### src/rtl/id_stage_pipe_pkg.sv
// Shared RV32I decode definitions: opcodes, funct fields, ALU/control encodings and access widths.
package id_stage_pipe_pkg;

    localparam logic [6:0] OPC_LOAD   = 7'b0000011;
    localparam logic [6:0] OPC_OP_IMM = 7'b0010011;
    localparam logic [6:0] OPC_AUIPC  = 7'b0010111;
    localparam logic [6:0] OPC_STORE  = 7'b0100011;
    localparam logic [6:0] OPC_OP     = 7'b0110011;
    localparam logic [6:0] OPC_LUI    = 7'b0110111;
    localparam logic [6:0] OPC_BRANCH = 7'b1100011;
    localparam logic [6:0] OPC_JALR   = 7'b1100111;
    localparam logic [6:0] OPC_JAL    = 7'b1101111;

    localparam logic [2:0] F3_ADD  = 3'b000;
    localparam logic [2:0] F3_SLL  = 3'b001;
    localparam logic [2:0] F3_SLT  = 3'b010;
    localparam logic [2:0] F3_SLTU = 3'b011;
    localparam logic [2:0] F3_XOR  = 3'b100;
    localparam logic [2:0] F3_SR   = 3'b101;
    localparam logic [2:0] F3_OR   = 3'b110;
    localparam logic [2:0] F3_AND  = 3'b111;

    localparam logic [6:0] F7_BASE = 7'b0000000;
    localparam logic [6:0] F7_ALT  = 7'b0100000;

    localparam logic [4:0] OP_NOP  = 5'd0;
    localparam logic [4:0] OP_ADD  = 5'd1;
    localparam logic [4:0] OP_SUB  = 5'd2;
    localparam logic [4:0] OP_SLL  = 5'd3;
    localparam logic [4:0] OP_SLT  = 5'd4;
    localparam logic [4:0] OP_SLTU = 5'd5;
    localparam logic [4:0] OP_XOR  = 5'd6;
    localparam logic [4:0] OP_SRL  = 5'd7;
    localparam logic [4:0] OP_SRA  = 5'd8;
    localparam logic [4:0] OP_OR   = 5'd9;
    localparam logic [4:0] OP_AND  = 5'd10;

    localparam logic [2:0] NOP_OP   = 3'd0;
    localparam logic [2:0] ARITH_OP = 3'd1;
    localparam logic [2:0] LOGIC_OP = 3'd2;
    localparam logic [2:0] SHIFT_OP = 3'd3;
    localparam logic [2:0] CMP_OP   = 3'd4;
    localparam logic [2:0] MOVE_OP  = 3'd5;

    // Branch controls reuse funct3; the two codes branches never use carry NOP and JAL.
    localparam logic [2:0] CTRL_BEQ  = 3'b000;
    localparam logic [2:0] CTRL_BNE  = 3'b001;
    localparam logic [2:0] CTRL_NOP  = 3'b010;
    localparam logic [2:0] CTRL_JAL  = 3'b011;
    localparam logic [2:0] CTRL_BLT  = 3'b100;
    localparam logic [2:0] CTRL_BGE  = 3'b101;
    localparam logic [2:0] CTRL_BLTU = 3'b110;
    localparam logic [2:0] CTRL_BGEU = 3'b111;

    localparam logic [3:0] WIDTH_NONE = 4'h0;
    localparam logic [3:0] WIDTH_LB   = 4'h1;
    localparam logic [3:0] WIDTH_LH   = 4'h2;
    localparam logic [3:0] WIDTH_LW   = 4'h4;
    localparam logic [3:0] WIDTH_LBU  = 4'h5;
    localparam logic [3:0] WIDTH_LHU  = 4'h6;
    localparam logic [3:0] WIDTH_SB   = 4'h9;
    localparam logic [3:0] WIDTH_SH   = 4'hA;
    localparam logic [3:0] WIDTH_SW   = 4'hC;

    typedef enum logic [1:0] {OP1_ZERO, OP1_RS1, OP1_PC} op1_sel_e;
    typedef enum logic {OP2_RS2, OP2_IMM} op2_sel_e;

    // alt (inst[30]) only selects SUB for register-register ops; ADDI with a negative imm stays ADD.
    function automatic logic [4:0] alu_op_f3(input logic [2:0] f3, input logic alt, input logic is_reg);
        logic [4:0] op;
        case (f3)
            F3_ADD:  op = (alt && is_reg) ? OP_SUB : OP_ADD;
            F3_SLL:  op = OP_SLL;
            F3_SLT:  op = OP_SLT;
            F3_SLTU: op = OP_SLTU;
            F3_XOR:  op = OP_XOR;
            F3_SR:   op = alt ? OP_SRA : OP_SRL;
            F3_OR:   op = OP_OR;
            default: op = OP_AND;
        endcase
        return op;
    endfunction

    function automatic logic [2:0] alu_sel_f3(input logic [2:0] f3);
        logic [2:0] sel;
        case (f3)
            F3_ADD:                 sel = ARITH_OP;
            F3_SLL, F3_SR:          sel = SHIFT_OP;
            F3_SLT, F3_SLTU:        sel = CMP_OP;
            default:                sel = LOGIC_OP;
        endcase
        return sel;
    endfunction

endpackage

### src/rtl/id_stage_pipe_decoder.sv
// Purely combinational RV32I decoder: instruction + pc to control fields, immediate and operand-use flags.
module id_decoder
    import id_stage_pipe_pkg::*;
#(
    parameter int XLEN = 32
) (
    input  logic [31:0]     inst,
    input  logic [XLEN-1:0] pc,
    output logic [4:0]      rs1,
    output logic [4:0]      rs2,
    output logic [4:0]      rd,
    output logic            use_rs1,
    output logic            use_rs2,
    output logic            rd_we,
    output op1_sel_e        op1_sel,
    output op2_sel_e        op2_sel,
    output logic [XLEN-1:0] imm,
    output logic [4:0]      aluop,
    output logic [2:0]      alusel,
    output logic [2:0]      ctrl,
    output logic [3:0]      width,
    output logic            is_jal,
    output logic            is_jalr,
    output logic [XLEN-1:0] i_imm,
    output logic [XLEN-1:0] jmp_pc,
    output logic            illegal
);

    logic [6:0]      opcode;
    logic [2:0]      f3;
    logic            alt;
    logic [XLEN-1:0] s_imm;
    logic [XLEN-1:0] b_imm;
    logic [XLEN-1:0] u_imm;
    logic [XLEN-1:0] j_imm;
    logic [XLEN-1:0] shamt;
    logic [XLEN-1:0] pc_plus4;

    assign opcode   = inst[6:0];
    assign f3       = inst[14:12];
    assign alt      = (inst[31:25] == F7_ALT);
    assign rs1      = inst[19:15];
    assign rs2      = inst[24:20];
    assign rd       = rd_we ? inst[11:7] : 5'd0;

    assign i_imm    = XLEN'($signed(inst[31:20]));
    assign s_imm    = XLEN'($signed({inst[31:25], inst[11:7]}));
    assign b_imm    = XLEN'($signed({inst[31], inst[7], inst[30:25], inst[11:8], 1'b0}));
    assign u_imm    = XLEN'($signed({inst[31:12], 12'b0}));
    assign j_imm    = XLEN'($signed({inst[31], inst[19:12], inst[20], inst[30:21], 1'b0}));
    assign shamt    = XLEN'(inst[24:20]);
    assign pc_plus4 = pc + XLEN'(4);

    always_comb begin
        use_rs1 = 1'b0;
        use_rs2 = 1'b0;
        rd_we   = 1'b0;
        op1_sel = OP1_ZERO;
        op2_sel = OP2_IMM;
        imm     = '0;
        aluop   = OP_NOP;
        alusel  = NOP_OP;
        ctrl    = CTRL_NOP;
        width   = WIDTH_NONE;
        is_jal  = 1'b0;
        is_jalr = 1'b0;
        jmp_pc  = '0;
        illegal = 1'b0;
        case (opcode)
            OPC_OP_IMM: begin
                use_rs1 = 1'b1;
                rd_we   = 1'b1;
                op1_sel = OP1_RS1;
                imm     = (f3 == F3_SLL || f3 == F3_SR) ? shamt : i_imm;
                aluop   = alu_op_f3(f3, alt, 1'b0);
                alusel  = alu_sel_f3(f3);
            end
            OPC_OP: begin
                use_rs1 = 1'b1;
                use_rs2 = 1'b1;
                rd_we   = 1'b1;
                op1_sel = OP1_RS1;
                op2_sel = OP2_RS2;
                aluop   = alu_op_f3(f3, alt, 1'b1);
                alusel  = alu_sel_f3(f3);
            end
            OPC_LOAD: begin
                use_rs1 = 1'b1;
                rd_we   = 1'b1;
                op1_sel = OP1_RS1;
                imm     = i_imm;
                aluop   = OP_ADD;
                alusel  = ARITH_OP;
                case (f3)
                    3'b000:  width = WIDTH_LB;
                    3'b001:  width = WIDTH_LH;
                    3'b010:  width = WIDTH_LW;
                    3'b100:  width = WIDTH_LBU;
                    3'b101:  width = WIDTH_LHU;
                    default: width = WIDTH_NONE;
                endcase
            end
            // Store data travels in op2; EX forms the address from op1 + imm.
            OPC_STORE: begin
                use_rs1 = 1'b1;
                use_rs2 = 1'b1;
                op1_sel = OP1_RS1;
                op2_sel = OP2_RS2;
                imm     = s_imm;
                aluop   = OP_ADD;
                alusel  = ARITH_OP;
                case (f3)
                    3'b000:  width = WIDTH_SB;
                    3'b001:  width = WIDTH_SH;
                    3'b010:  width = WIDTH_SW;
                    default: width = WIDTH_NONE;
                endcase
            end
            OPC_LUI, OPC_AUIPC: begin
                rd_we   = 1'b1;
                op1_sel = (opcode == OPC_AUIPC) ? OP1_PC : OP1_ZERO;
                imm     = u_imm;
                aluop   = OP_ADD;
                alusel  = ARITH_OP;
            end
            OPC_JAL, OPC_JALR: begin
                rd_we   = 1'b1;
                use_rs1 = (opcode == OPC_JALR);
                op1_sel = (opcode == OPC_JALR) ? OP1_RS1 : OP1_PC;
                imm     = pc_plus4;
                aluop   = OP_ADD;
                alusel  = MOVE_OP;
                ctrl    = CTRL_JAL;
                is_jal  = (opcode == OPC_JAL);
                is_jalr = (opcode == OPC_JALR);
                jmp_pc  = (opcode == OPC_JAL) ? pc + j_imm : '0;
            end
            OPC_BRANCH: begin
                // funct3 010/011 would alias the NOP/JAL control codes, so they are rejected.
                if (f3 == 3'b010 || f3 == 3'b011) begin
                    illegal = 1'b1;
                end else begin
                    use_rs1 = 1'b1;
                    use_rs2 = 1'b1;
                    op1_sel = OP1_RS1;
                    op2_sel = OP2_RS2;
                    imm     = b_imm;
                    aluop   = (f3[2:1] == 2'b00) ? OP_SUB : (f3[1] ? OP_SLTU : OP_SLT);
                    alusel  = CMP_OP;
                    ctrl    = f3;
                    jmp_pc  = pc + b_imm;
                end
            end
            default: illegal = 1'b1;
        endcase
    end

endmodule

### src/rtl/id_stage_pipe.sv
// RV32I decode stage: operand forwarding, load-use interlock, ID/EX register and JAL/JALR redirect.
module id_stage_pipe #(
    parameter int XLEN     = 32,
    parameter int NUM_FWD  = 2,
    parameter int RA_W     = 5,
    parameter int ALUOP_W  = 5,
    parameter int ALUSEL_W = 3,
    parameter int CTRL_W   = 3
) (
    input  logic                    clk,
    input  logic                    rst,
    input  logic                    flush,
    input  logic                    in_valid,
    output logic                    in_ready,
    input  logic [XLEN-1:0]         in_pc,
    input  logic [31:0]             in_inst,
    input  logic [XLEN-1:0]         in_pred,
    output logic [RA_W-1:0]         rs1_addr,
    output logic [RA_W-1:0]         rs2_addr,
    input  logic [XLEN-1:0]         rs1_data,
    input  logic [XLEN-1:0]         rs2_data,
    input  logic [NUM_FWD-1:0]      fwd_valid,
    input  logic [NUM_FWD-1:0]      fwd_pending,
    input  logic [NUM_FWD*RA_W-1:0] fwd_addr,
    input  logic [NUM_FWD*XLEN-1:0] fwd_data,
    output logic                    out_valid,
    input  logic                    out_ready,
    output logic [XLEN-1:0]         out_pc,
    output logic [XLEN-1:0]         out_op1,
    output logic [XLEN-1:0]         out_op2,
    output logic [XLEN-1:0]         out_imm,
    output logic [RA_W-1:0]         out_rd,
    output logic                    out_rd_we,
    output logic [ALUOP_W-1:0]      out_aluop,
    output logic [ALUSEL_W-1:0]     out_alusel,
    output logic [CTRL_W-1:0]       out_ctrl,
    output logic [3:0]              out_width,
    output logic [XLEN-1:0]         out_jmp_addr,
    output logic                    out_illegal,
    output logic                    redirect_valid,
    output logic [XLEN-1:0]         redirect_addr
);

    import id_stage_pipe_pkg::*;

    logic [4:0]      dec_rs1;
    logic [4:0]      dec_rs2;
    logic [4:0]      dec_rd;
    logic            dec_use_rs1;
    logic            dec_use_rs2;
    logic            dec_rd_we;
    op1_sel_e        dec_op1_sel;
    op2_sel_e        dec_op2_sel;
    logic [XLEN-1:0] dec_imm;
    logic [4:0]      dec_aluop;
    logic [2:0]      dec_alusel;
    logic [2:0]      dec_ctrl;
    logic [3:0]      dec_width;
    logic            dec_is_jal;
    logic            dec_is_jalr;
    logic [XLEN-1:0] dec_i_imm;
    logic [XLEN-1:0] dec_jmp_pc;
    logic            dec_illegal;

    logic [XLEN-1:0] rs1_val;
    logic [XLEN-1:0] rs2_val;
    logic            rs1_pend;
    logic            rs2_pend;
    logic [XLEN-1:0] op1;
    logic [XLEN-1:0] op2;
    logic [XLEN-1:0] target;
    logic            mispredict;
    logic            stall;
    logic            advance;
    logic            accept;

    id_decoder #(.XLEN(XLEN)) u_decoder (
        .inst    (in_inst),
        .pc      (in_pc),
        .rs1     (dec_rs1),
        .rs2     (dec_rs2),
        .rd      (dec_rd),
        .use_rs1 (dec_use_rs1),
        .use_rs2 (dec_use_rs2),
        .rd_we   (dec_rd_we),
        .op1_sel (dec_op1_sel),
        .op2_sel (dec_op2_sel),
        .imm     (dec_imm),
        .aluop   (dec_aluop),
        .alusel  (dec_alusel),
        .ctrl    (dec_ctrl),
        .width   (dec_width),
        .is_jal  (dec_is_jal),
        .is_jalr (dec_is_jalr),
        .i_imm   (dec_i_imm),
        .jmp_pc  (dec_jmp_pc),
        .illegal (dec_illegal)
    );

    assign rs1_addr = RA_W'(dec_rs1);
    assign rs2_addr = RA_W'(dec_rs2);

    // Walk sources oldest to youngest so the lowest matching index is the one that sticks.
    always_comb begin
        rs1_val  = rs1_data;
        rs2_val  = rs2_data;
        rs1_pend = 1'b0;
        rs2_pend = 1'b0;
        for (int k = NUM_FWD - 1; k >= 0; k--) begin
            if (fwd_valid[k] && fwd_addr[k*RA_W +: RA_W] == rs1_addr) begin
                rs1_val  = fwd_data[k*XLEN +: XLEN];
                rs1_pend = fwd_pending[k];
            end
            if (fwd_valid[k] && fwd_addr[k*RA_W +: RA_W] == rs2_addr) begin
                rs2_val  = fwd_data[k*XLEN +: XLEN];
                rs2_pend = fwd_pending[k];
            end
        end
        if (rs1_addr == '0) begin
            rs1_val  = '0;
            rs1_pend = 1'b0;
        end
        if (rs2_addr == '0) begin
            rs2_val  = '0;
            rs2_pend = 1'b0;
        end
    end

    always_comb begin
        case (dec_op1_sel)
            OP1_RS1: op1 = rs1_val;
            OP1_PC:  op1 = in_pc;
            default: op1 = '0;
        endcase
        op2 = (dec_op2_sel == OP2_RS2) ? rs2_val : dec_imm;
    end

    assign target     = dec_is_jalr ? ((rs1_val + dec_i_imm) & {{(XLEN-1){1'b1}}, 1'b0}) : dec_jmp_pc;
    assign mispredict = (dec_is_jal || dec_is_jalr) && (target != in_pred);
    assign stall      = (dec_use_rs1 && rs1_pend) || (dec_use_rs2 && rs2_pend);
    assign advance    = !out_valid || out_ready;
    assign in_ready   = advance && !stall && !flush;
    assign accept     = in_valid && in_ready;

    always_ff @(posedge clk) begin
        if (rst) begin
            out_valid      <= 1'b0;
            out_pc         <= '0;
            out_op1        <= '0;
            out_op2        <= '0;
            out_imm        <= '0;
            out_rd         <= '0;
            out_rd_we      <= 1'b0;
            out_aluop      <= '0;
            out_alusel     <= '0;
            out_ctrl       <= CTRL_W'(CTRL_NOP);
            out_width      <= '0;
            out_jmp_addr   <= '0;
            out_illegal    <= 1'b0;
            redirect_valid <= 1'b0;
            redirect_addr  <= '0;
        end else if (flush) begin
            out_valid      <= 1'b0;
            redirect_valid <= 1'b0;
        end else begin
            redirect_valid <= accept && mispredict;
            if (accept && mispredict) begin
                redirect_addr <= target;
            end
            if (accept) begin
                out_valid    <= 1'b1;
                out_pc       <= in_pc;
                out_op1      <= op1;
                out_op2      <= op2;
                out_imm      <= dec_imm;
                out_rd       <= RA_W'(dec_rd);
                out_rd_we    <= dec_rd_we;
                out_aluop    <= ALUOP_W'(dec_aluop);
                out_alusel   <= ALUSEL_W'(dec_alusel);
                out_ctrl     <= CTRL_W'(dec_ctrl);
                out_width    <= dec_width;
                out_jmp_addr <= target;
                out_illegal  <= dec_illegal;
            end else if (advance) begin
                out_valid <= 1'b0;
                out_rd_we <= 1'b0;
                out_ctrl  <= CTRL_W'(CTRL_NOP);
            end
        end
    end

endmodule
### config.mk
export PLATFORM = sky130hd
export DESIGN_NAME = id_stage_pipe
export DESIGN_NICKNAME = d
export VERILOG_FILES = /design/src/rtl/id_stage_pipe_pkg.sv /design/src/rtl/id_stage_pipe_decoder.sv /design/src/rtl/id_stage_pipe.sv
export SDC_FILE = /design/constraint.sdc
export NUM_CORES = 1
export LEC_CHECK = 0
export CORE_UTILIZATION = 48
export CTS_CLUSTER_DIAMETER = 30
export DETAILED_ROUTE_END_ITERATION = 12
export HOLD_SLACK_MARGIN = 0.08
export PLACE_DENSITY = 0.79
export SLEW_MARGIN = 20
export SYNTH_ARGS = -nofsm -noshare
export SYNTH_HDL_FRONTEND = slang
export SYNTH_SLANG_ARGS = --single-unit
### constraint.sdc
create_clock -name clk -period 11.82 [get_ports clk]
set_input_delay 2.364 -clock clk [delete_from_list [all_inputs] [get_ports clk]]
set_output_delay 2.364 -clock clk [all_outputs]
set_load 0.05 [all_outputs]
; Word level (Yosys, flattened, before mapping)
; Index checks and enable logic that the tools add are counted.
[op_classes]
bitwise = 1
add_sub_neg = 4
mux = 56
eq_ne = 23
reduce_logical = 39
[ops]
columns = cell, count
row1 = $mux 32, 12
row2 = $pmux 32 s6, 1
row3 = $pmux 32 s2, 2
row4 = $add 32x32->32, 3
row5 = $pmux 5 s7, 2
row6 = $add 32x3->32 const B, 1
row7 = $ne 32x32->1, 1
row8 = $eq 7x6->1 const B, 4
row9 = $eq 7x7->1 const B, 3
row10 = $eq 5x5->1, 4
row11 = $pmux 5 s4, 1
row12 = $mux 1, 16
row13 = $mux 5, 3
row14 = $pmux 3 s5, 1
row15 = $eq 7x5->1 const B, 2
row16 = $reduce_or 2->1, 7
row17 = $mux 3, 4
row18 = $pmux 3 s4, 1
row19 = $pmux 4 s3, 1
row20 = $logic_and 1x1->1, 11
row21 = $logic_not 5->1, 2
row22 = $eq 3x3->1 const B, 3
row23 = $pmux 3 s3, 1
row24 = $pmux 2 s4, 1
row25 = other kinds (22), 36
[word_totals]
elab_cells = 138
register_bits = 216

; Longest topological paths before layout
[depth]
word_depth = 13
mapped_depth = 28
mapped_depth_nobuf = 21

; Modules after synthesis
; From an unflattened synthesis, not the netlist that was laid out.
[unflattened]
cells_unflattened = 2500
area_unflattened_um2 = 18390.1
[by_module_without_submodules]
columns = module, area_per_inst_um2, seq_area_each_um2, cells_per_inst, instances
row1 = id_stage_pipe, 13754.4, 4324.1, 1785, 1
row2 = id_decoder, 4635.7, 0.0, 715, 1

; Worst setup path after synthesis
; Ideal clock, no wire load.
[synth_path]
path_type = input-to-reg
start = in fwd_addr[7]
end = reg redirect_addr[29]
setup_time_ps = 74
path_stages = 24
setup_slack_ps = 2617
required_time_ps = 11746
arrival_ps = 9129
n_path_buf = 4
cell_sequence = xnor2_1 -> nand4_1 -> buf_2 -> nor2_1 -> clkbuf_1 -> mux2i_1 -> a211oi_1 -> ha_1 -> nor2b_1 -> o31a_1 -> o21bai_1 -> a32oi_1 -> maj3_2 -> o21a_1 -> or4_4 -> a31oi_2 -> mux2_1 -> a2111o_1 -> or4_1 -> or4_1 -> buf_2 -> buf_6 -> or4_1 -> o211ai_2
[synth_between]
elab_chain_len = 13
[synth_rtl]
columns = item, line
row1 = from (decl), id_stage_pipe.sv:24  ; input logic [NUM_FWD*RA_W-1:0] fwd_addr,
row2 = "parallel branches: the longest is 13 deep, another holds $add 32x32->32", --
row3 = to (signal assigned), id_stage_pipe.sv:168  ; redirect_addr <= target;
row4 = to (decl), id_stage_pipe.sv:41  ; output logic [XLEN-1:0] redirect_addr
; Parallel ways; which one is timed is not known.
; A chain may end at the register's enable or synchronous reset.

; Worst setup path after layout
[layout_path]
start = in in_inst[15]
end = reg redirect_addr[30]
[layout_between]
elab_chain_len = 13
[layout_rtl]
columns = item, line
row1 = from (decl), id_stage_pipe.sv:16  ; input logic [31:0] in_inst,
row2 = "parallel branches: the longest is 13 deep, another holds $add 32x32->32", --
; Parallel ways; which one is timed is not known.

==> impl_metrics.tcl <==
set metrics [dict create \
    synth_xor_area_frac 0.0585 \
    post_cts_resized 0 \
    start_util 0.489 \
    grt_pass1_vias 21609 \
    seqPwrFrac 0.277 \
    place_area_sq_um 23300 \
    vias_per_cell 6.81 \
    cts_made_buffers 43 \
    setup_viol 0 \
    power.leakage_nw 8.63 \
    cts-root-buf "clkbuf_16" \
    whs_endpoint "out_width[0]" \
    dieArea_sq_um 39200 \
    hold_start "out_width[0]" \
    status "complete, no violations" \
    grt_setup_unrepaired "no" \
    grt_pass1_wl_mm 135 \
    tightest_slew_ns 1.17 \
    overflow 0 \
    ys_types 97 \
    p_sw_w 0.000922 \
    fin_cells 3416 \
    power.internal_w 0.00177 \
    synthMuxAreaShare 0.0382 \
    clk_path_buf_depth 3 \
    yosysWarningCount 0 \
    nNetsFinal 3185 \
    ys_seq_area_frac 0.234 \
    top_layer "met5" \
    synthAdderAreaFrac 0.0505 \
    place_congestion 1.06 \
    avgSynthCellArea_sq_um 7.29 \
    reg2reg_setup_slack_ns 7.48 \
    finalCritPeriodShare 0.902 \
    globalRouteTotalUtil 0.462 \
    ir_worst_vdd_mv 0.133 \
    synth-simple-area-share 0.247 \
    ctsHoldBuffers 0 \
    met2WireLength_mm 39.9 \
    worstPathMaxFanout 45 \
    drt_iter0_markers 3236 \
    placed_cells 3338 \
    async_flop_share 0 \
    finalSetupTns_ns 0 \
    wl_met3_mm 11.8 \
    max_cap_violations 0 \
    coreArea_sq_um 37700 \
    cts.clk_slew.worst_paths_ns 0.05 \
    r2r_cells 8 \
    whs_ns 0.450 \
    worstSkewPairLatency_ns 0.57 \
    synthFlopType "dfxtp_1" \
    wl_per_cell_um 27.4 \
    p_per_area_nw_per_um2 109 \
    power_w 0.00269 \
    slew_viol_final 0 \
    finalClockSkew_ns 0.0242 \
    met1_length_mm 34.7 \
    postCtsSetupBuffers 0 \
    fin_area_sq_um 24700 \
    syn_to_final_growth_pct 34.0 \
    pwr-share-clk 0.444 \
    hold_viol 0 \
    num_vias 23255 \
    maxSlewHeadroom 0.220 \
    layout-drive-gt1-share 0.0651 \
    r2r-end "out_op2[0]" \
    cp_data_arrival_time_ns 11.12 \
    totalWireLength_mm 93.7 \
    io_pins 470 \
    fin_crit_ns 10.66 \
    detail-route-antenna-nets 0 \
    p_comb_frac 0.278 \
    whs_path_depth 2 \
    dp_hpwl_mm 70.5 \
    drc 0 \
    cts.sinks 215 \
    start_kind "primary input" \
    synth_edf_count 0 \
    rows 71 \
    crit_path_end_kind "register" \
    drt_first_pass_iters 6 \
    netlist_instances 2527 \
    synth_seq_cells 215 \
    fmax_mhz 93.8 \
    synth_compound_area_frac 0.316 \
    synth_top_family_by_area "compound AO/OA/AOI/OAI gates" \
    critPathRequiredTime_ns 12.28 \
    syn-num-nets 2840 \
    antenna_found_initial 2 \
    hp-class "register to register" \
    tritoncts "yes" \
    die_h_um 198 \
    p_sw_frac 0.342 \
    synth_area_sq_um 18400 \
    crit_type "primary input to register" \
    grt_max_degree 156 \
    io_buffer_count 468 \
    rr_startpoint "out_valid" \
    cts-htree-levels 2 \
    die_x_um 198 \
]
-- kinds of logic (layout without fill, tap and decap cells) --
| family | count (synthesis) | in the layout |
|---|---|---|
| multiplexers | 70 | 70 |
| buffers and inverters | 247 | 624 |
| other | 1 | 2 |
| AND/OR/NAND/NOR | 959 | 959 |
| XOR/XNOR | 123 | 123 |
| AO/OA/AOI/OAI | 839 | 839 |
| adder cells (fa/ha/maj) | 73 | 73 |
| flip-flops | 215 | 215 |
-- layout by cell type (no fill, tap or decap), drive strengths merged, types with 16 or more instances in the layout --
| master | instances |
|---|---|
| clkdlybuf4s50 | 466 |
| nand2 | 322 |
| nor2 | 254 |
| a21oi | 221 |
| dfxtp | 215 |
| o21ai | 104 |
| xnor2 | 86 |
| nor3 | 83 |
| a211oi | 69 |
| mux2i | 67 |
| ha | 67 |
| nand3 | 67 |
| a22oi | 59 |
| clkbuf | 54 |
| a31oi | 49 |
| buf | 48 |
| nand4 | 41 |
| xor2 | 37 |
| inv | 37 |
| a21o | 36 |
| o2111ai | 35 |
| or4 | 33 |
| o211ai | 32 |
| and3 | 24 |
| a221oi | 23 |
| o31ai | 22 |
| o22a | 19 |
| nor4 | 19 |
| a2bb2oi | 18 |
| or3 | 17 |
| or2 | 16 |
| and2 | 16 |
-- power groups by stage --
stage	sequential (W)	clock (W)	combinational, W
2_1_floorplan	0.000802	0	0.000382
4_1_cts	0.000746	0.00120	0.000725
3_5_place_dp	0.000760	0	0.000720
6_report	0.000746	0.00120	0.000750
3_3_place_gp	0.000760	0	0.000716
5_1_grt	0.000747	0.00123	0.000784
-- cells in the mapped netlist (all sizes together), types with 12 or more instances --
library cell  count  share of area
or2              16         0.0054
nand3            67          0.018
a21o             36          0.015
o21a             15         0.0061
nor2b            13         0.0044
nand2           322          0.066
nand2b           15         0.0051
a21oi           221          0.060
o22ai            14         0.0048
mux2i            67          0.036
nand4            41          0.015
o2111ai          35          0.017
o22a             19         0.0090
a221oi           23          0.011
xor2             37          0.018
ha               67          0.046
a211oi           69          0.028
nor3             83          0.023
o211ai           32          0.015
or4              33          0.014
buf              47          0.015
o21ai           104          0.028
xnor2            86          0.041
and2             16         0.0054
dfxtp           215           0.23
o31ai            22         0.0095
inv              31         0.0063
nor4             19         0.0081
or3              17         0.0058
a2bb2oi          18         0.0086
a22oi            59          0.024
nor2            254          0.052
clkbuf          167          0.034
a2111oi          12         0.0057
a31oi            49          0.018
and3             24         0.0082
and4             13         0.0062
-- critical path: stages --
cell and delay, ns:
clkdlybuf4s50_1 0.73, xnor2_1 0.34, nand4_1 0.51, nor2_2 0.85, mux2i_1 0.20, a211oi_1 0.55, ha_1 0.44, nor2b_1 0.18
o21ai_0 0.33, a32oi_1 0.24, maj3_2 0.42, o21a_1 0.27, or4_4 0.57, a31oi_2 0.30, mux2_1 0.36, a2111o_1 0.37
or4_1 0.55, or4_1 0.54, buf_4 0.28, or4_1 0.59, o211ai_1 0.12
-- stage by stage --
step,util,setup WS (ns)
5_1_grt,0.655,0.940
3_3_place_gp,0.617,1.18
3_5_place_dp,0.618,0.888
4_1_cts,0.655,1.35
6_report,0.655,1.16
2_1_floorplan,-,2.62
-- sequential cells by signal (all words and copies together) (netlist names), 4 cells and up --
name,count
out_aluop,4
out_imm,32
redirect_addr,32
out_pc,32
out_op2,32
out_op1,32
out_width,4
out_rd,5
out_jmp_addr,32
-- metal layers --
metal  up-vias  GRT usage
met4         2      0.310
met3       423      0.117
met2      1815      0.697
li1      10156          -
met1     10859      0.579
met5         -          0
-- final cells by class --
cell class	instances	area, sq um
inverter	33	124
multi-input combinational	2065	13200
sequential	215	4300
fill	3185	13000
tap	511	639
clock inverter	23	248
antenna	1	2.50
clock buffer	54	1160
timing repair buffer	514	5040
-- worst max path at each step --
stage,to,slack [ns],start,cells past startpoint
3_3_place_gp,redirect_addr[17],1.18,in_inst[16],22
6_report,redirect_addr[30],1.16,in_inst[15],21
5_1_grt,redirect_addr[30],0.94,in_inst[15],21
2_1_floorplan,redirect_addr[29],2.62,fwd_addr[7],24
3_5_place_dp,redirect_addr[16],0.89,in_inst[15],21
4_1_cts,redirect_addr[30],1.35,in_inst[15],21
No activity file was read; power rests on OpenSTA's default activity.
